## config.mk

```make
export PLATFORM = sky130hd
export DESIGN_NAME = mem_arbiter21
export DESIGN_NICKNAME = d
export VERILOG_FILES = /design/src/rtl/mem_arbiter21.sv
export SDC_FILE = /design/constraint.sdc
export NUM_CORES = 1
export LEC_CHECK = 0
export BUFFER_PORTS_ARGS = -buffer_cell sky130_fd_sc_hd__buf_2
export CAP_MARGIN = 40
export CORE_MARGIN = 4
export CORE_UTILIZATION = 41
export CTS_CLUSTER_DIAMETER = 40
export DETAILED_ROUTE_END_ITERATION = 7
export GPL_TIMING_DRIVEN = 1
export PLACE_DENSITY = 0.77
export SYNTH_ARGS = -nofsm -noshare
export SYNTH_HDL_FRONTEND = slang
export SYNTH_SLANG_ARGS = --single-unit
```

## constraint.sdc

```tcl
create_clock -name clk -period 2.2 [get_ports clk]
set_input_delay 0 -clock clk [delete_from_list [all_inputs] [get_ports clk]]
set_output_delay 0 -clock clk [all_outputs]
set_load 0.02 [all_outputs]
```

## src/rtl/mem_arbiter21.sv

```systemverilog
// ============================================================================
// Module   : mem_arbiter21
// Purpose  : Round-robin arbiter sharing one memory port between instruction
//            fetch (requester 0) and load/store (requester 1).
// Revision : 1.0 - initial release
// ============================================================================
`default_nettype none

module mem_arbiter21 #(
    parameter int MEM_LATENCY = 2
) (
    input  logic        clk,
    input  logic        rst_n,
    input  logic        req0,
    input  logic        req1,
    input  logic [31:0] addr0,
    input  logic [31:0] addr1,
    input  logic        we0,
    input  logic        we1,
    input  logic [31:0] wdata0,
    input  logic [31:0] wdata1,
    input  logic [31:0] rdata,
    output logic        sel,
    output logic        gnt0,
    output logic        gnt1,
    output logic        done0,
    output logic        done1,
    output logic [31:0] rdata_q,
    output logic        mem_en,
    output logic        mem_we,
    output logic [31:0] mem_addr,
    output logic [31:0] mem_wdata
);

    localparam logic [3:0] C_CNT_INIT = 4'(MEM_LATENCY - 1);

    typedef enum logic [1:0] {
        ST_IDLE = 2'd0,
        ST_BUSY = 2'd1,
        ST_RESP = 2'd2
    } state_t;

    state_t      r_state;
    logic        r_last;
    logic [3:0]  r_cnt;
    logic        r_sel;
    logic        r_gnt0;
    logic        r_gnt1;
    logic        r_done0;
    logic        r_done1;
    logic [31:0] r_rdata_q;
    logic        r_mem_en;
    logic        r_mem_we;
    logic [31:0] r_mem_addr;
    logic [31:0] r_mem_wdata;

    logic        w_any;
    logic        w_win;

    // On contention the requester that was not served last wins.
    assign w_any = req0 | req1;
    assign w_win = (req0 & req1) ? ~r_last : req1;

    always_ff @(posedge clk or negedge rst_n) begin
        if (!rst_n) begin
            r_state     <= ST_IDLE;
            r_last      <= 1'b1;
            r_cnt       <= 4'd0;
            r_sel       <= 1'b0;
            r_gnt0      <= 1'b0;
            r_gnt1      <= 1'b0;
            r_done0     <= 1'b0;
            r_done1     <= 1'b0;
            r_rdata_q   <= 32'd0;
            r_mem_en    <= 1'b0;
            r_mem_we    <= 1'b0;
            r_mem_addr  <= 32'd0;
            r_mem_wdata <= 32'd0;
        end else begin
            case (r_state)
                ST_IDLE: begin
                    if (w_any) begin
                        r_sel       <= w_win;
                        r_last      <= w_win;
                        r_gnt0      <= ~w_win;
                        r_gnt1      <= w_win;
                        r_mem_en    <= 1'b1;
                        r_mem_addr  <= w_win ? addr1  : addr0;
                        r_mem_we    <= w_win ? we1    : we0;
                        r_mem_wdata <= w_win ? wdata1 : wdata0;
                        r_cnt       <= C_CNT_INIT;
                        r_state     <= ST_BUSY;
                    end
                end
                ST_BUSY: begin
                    if (r_cnt != 4'd0) begin
                        r_cnt <= r_cnt - 4'd1;
                    end else begin
                        // Writes leave the last captured read data untouched.
                        if (!r_mem_we) begin
                            r_rdata_q <= rdata;
                        end
                        r_done0  <= ~r_sel;
                        r_done1  <= r_sel;
                        r_mem_en <= 1'b0;
                        r_mem_we <= 1'b0;
                        r_gnt0   <= 1'b0;
                        r_gnt1   <= 1'b0;
                        r_state  <= ST_RESP;
                    end
                end
                ST_RESP: begin
                    r_done0 <= 1'b0;
                    r_done1 <= 1'b0;
                    r_state <= ST_IDLE;
                end
                default: begin
                    r_state <= ST_IDLE;
                end
            endcase
        end
    end

    assign sel       = r_sel;
    assign gnt0      = r_gnt0;
    assign gnt1      = r_gnt1;
    assign done0     = r_done0;
    assign done1     = r_done1;
    assign rdata_q   = r_rdata_q;
    assign mem_en    = r_mem_en;
    assign mem_we    = r_mem_we;
    assign mem_addr  = r_mem_addr;
    assign mem_wdata = r_mem_wdata;

endmodule

`default_nettype wire

```

==> metrics.json <==
{
  "most_area_consuming_cells_after_synthesis": {"value": "dfrtp_1, mux2_2, mux2_4, buf_12, buf_2"},
  "tritoncts_clock_tree": {"value": "yes"},
  "finish.cell_count_without_fillers": {"value": 848},
  "routed_wire_length_per_instance": {"value": 17.0, "unit": "um"},
  "global_route.usage.total": {"value": 19.8, "unit": "%"},
  "std_cell_rows": {"value": 40},
  "ios": {"value": 269},
  "synth_area_per_cell": {"value": 14.9, "unit": "um2"},
  "fin_nets": {"value": 843},
  "netlist_top_cells_count": {"value": "mux2_2, dfrtp_1, mux2_4"},
  "dieArea": {"value": 0.0145, "unit": "mm2"},
  "postCtsSetupBuffers": {"value": 0},
  "finalHoldViolations": {"value": 0},
  "min_path_type": {"value": "in2reg"},
  "grt_pass1_vias": {"value": 4624},
  "mappedNetlistNets": {"value": 515},
  "cp_max_fo": {"value": 16},
  "post_synth_inst_count": {"value": 347},
  "grt_start_max_net_pins": {"value": 66},
  "dr_total_vias": {"value": 4099},
  "area_growth": {"value": 48.9, "unit": "%"},
  "netlist.area_leader.share": {"value": 52.8, "unit": "%"},
  "clkLatencyLatePin": {"value": 0.35, "unit": "ns"},
  "dp.cells": {"value": 772},
  "synth_edf_count": {"value": 0},
  "cellLeakagePower": {"value": 3.79, "unit": "nW"},
  "crit_path_start_kind": {"value": "flip-flop"},
  "setup_repair_after_global_routing_missed_its_margin": {"value": "no"},
  "initial_utilization": {"value": 42.5, "unit": "%"},
  "outcome": {"value": "completed"},
  "synth.most_common_cell": {"value": "mux2_2"},
  "dr.pass1.iters": {"value": 4},
  "drcViolationCount": {"value": 0},
  "ys_warn_count": {"value": 0},
  "totalPowerFinal": {"value": 10.9, "unit": "mW"},
  "fmax": {"value": 0.471, "unit": "GHz"},
  "max-slew-margin-rel": {"value": 54.9, "unit": "%"},
  "synth_async_sr_flop_share": {"value": 100, "unit": "%"},
  "worst_ir_drop_vdd": {"value": 0.679, "unit": "mV"},
  "htree_num_levels": {"value": 3},
  "core": {"value": 0.0122, "unit": "mm2"},
  "route.detailed.vias_per_inst": {"value": 4.83},
  "post_dp_cell_area": {"value": 0.00671, "unit": "mm2"},
  "clock_sinks": {"value": 110},
  "hpwl": {"value": 9880, "unit": "um"},
  "floorplan.die.width": {"value": 120, "unit": "um"},
  "totalWireLength": {"value": 14400, "unit": "um"},
  "synth_top_area_cell": {"value": "dfrtp_1"},
  "synth_cell_type_count": {"value": 33},
  "final_layout_size_suffix_gt1_share": {"value": 67.8, "unit": "%"},
  "insertedDiodeCount": {"value": 0},
  "clock_tree_buf_depth": {"value": 2},
  "gp_congestion": {"value": 0.790},
  "clkSlewWorstSetupHoldPaths": {"value": 0.07, "unit": "ns"},
  "route.antenna.remaining_nets": {"value": 0},
  "synthesis.area": {"value": 0.00517, "unit": "mm2"},
  "dr.first_iter.drc_count": {"value": 175},
  "dieHeight": {"value": 120, "unit": "um"},
  "num-fill-cells": {"value": 920},
  "grt_overflow": {"value": 0},
  "place.port_buffers": {"value": 268},
  "power_per_cell_area": {"value": 1420, "unit": "mW/mm2"},
  "worst_slack": {"value": 0.0757, "unit": "ns"},
  "placement.setup.worst_slack": {"value": 0.000934, "unit": "ns"},
  "grt_pass1_wl": {"value": 22700, "unit": "um"},
  "design_area": {"value": 0.00769, "unit": "mm2"},
  "cts_made_buffers": {"value": 9},
  "finalSetupViolCount": {"value": 0},
  "transition_time_of_the_tightest_slew_check_pin": {"value": 0.666, "unit": "ns"},
  "worst_setup_path_end_kind": {"value": "flip-flop"},
  "yosys_most_used_dff": {"value": "dfrtp_1"},
  "period_needed": {"value": 2.12, "unit": "ns"},
  "period_utilization_post_route": {"value": 96.6, "unit": "%"},
  "seq_area_frac_synth": {"value": 53.3, "unit": "%"},
  "worstPathArrival": {"value": 2.36, "unit": "ns"},
  "setup_tns": {"value": 0, "unit": "ns"},
  "antenna_found_initial": {"value": 0},
  "yosys_register_bits": {"value": 110},
  "final_max_slew_viol_count": {"value": 0},
  "cell_at_the_root_of_the_clock_tree": {"value": "clkbuf_16"},
  "max_cap_viol_count": {"value": 0},
  "clock_skew": {"value": 0.00476, "unit": "ns"},
  "path_class": {"value": "reg2reg"},
  "timing.critical_path.required": {"value": 2.43, "unit": "ns"}
}
-- stage by stage --
stage | util [%] | hold slack, ns
global placement | 55.2 | -0.135
detailed placement | 55.2 | -0.133
CTS | 63.3 | 0.0000868
global route | 63.3 | 0.00279
finish | 63.3 | 0.0120
floorplan | - | -0.296
-- worst max-delay path: stages, from the launching register on --
cell	delay, ns
dfrtp_1	0.38
inv_1	0.09
ha_2	0.20
or3b_1	0.38
or3_4	0.45
buf_12	0.19
mux2_4	0.31
-- routing by layer --
metal,wire (um),global-route usage (%),part of all wire [%],up-vias
li1,-,-,-,1906
met1,5340,20.8,37,2006
met2,7770,37.7,54,159
met3,946,5.61,6.6,28
met4,346,6.52,2.4,0
met5,0,0,0,-
-- registers in the layout, summed over array words and instances (netlist names) --
register and cells:
done0 1, done1 1, gnt0 1, gnt1 1, mem_addr 32, mem_en 1, mem_wdata 32, mem_we 1
r_cnt 4, r_last 1, r_state 2, rdata_q 32, sel 1
-- logic make-up after synthesis --
group | count (synthesis) | share of synthesized area [%]
buffers and inverters | 25 | 3.15
DFF | 110 | 53.3
AOI/OAI and AO/OA | 24 | 3.05
and+or+nand+nor | 23 | 2.40
muxes | 163 | 37.6
adders and majority gates | 2 | 0.484
-- cells in the final DEF (no fill, tap or decap), types with 3 or more instances in the layout --
cell           Yosys  routed
bufinv_16          0       3
inv_1              5       5
o21ai_0            7       7
nand2_1            4       4
clkbuf_16          0       9
mux2_4            30      30
o2bb2ai_1          3       3
dfrtp_1          109     109
mux2i_1            3       3
buf_2             10     267
buf_12             3       4
mux2_2           130     130
dlygate4sd3_1      0      59
buf_4              0       6
nor3_1             3       3
o22ai_1            4       4
nor2_1             5       5
-- area by class of cell --
cell class                      count  area [um2]  area share [%]
Sequential cell                   110        2750            35.8
Multi-Input combinational cell    212        2270            29.6
Timing Repair Buffer              337        2080            27.0
Clock buffer                       10         239            3.11
Tap cell                          168         210            2.73
Clock inverter                      6         118            1.53
Inverter                            5        18.8           0.244
-- worst paths after layout --
kind | end | cells after the start | from | slack [ns]
worst max-delay path | rdata_q[19] | 6 | r_cnt[0] | 0.08
worst min-delay path | mem_addr[8] | 3 | addr0[8] | 0.01
worst max register to register | rdata_q[19] | 6 | r_cnt[0] | 0.08
worst min register to register | mem_wdata[2] | 1 | mem_wdata[2] | 0.50
max in group asynchronous | mem_addr[10] | 3 | rst_n | 1.44
min in group asynchronous | mem_wdata[25] | 2 | rst_n | 0.05
-- what timing repair did --
| item | 4_1_cts | 5_1_grt |
|---|---|---|
| hold endpoints to repair | 159 | 0 |
| hold buffers | 59 | 0 |
| resized for setup | 3 | 0 |
| setup endpoints to repair | 7 | 0 |
-- report_power, final --
group	total (mW)	switching (mW)	leakage [nW]	internal, mW
clock network	1.90	0.749	0.171	1.15
registers	3.68	0.604	1.30	3.07
logic	5.36	2.78	2.32	2.58
total	10.9	4.14	3.79	6.80
Note: power is estimated with default switching activity, not from simulation.
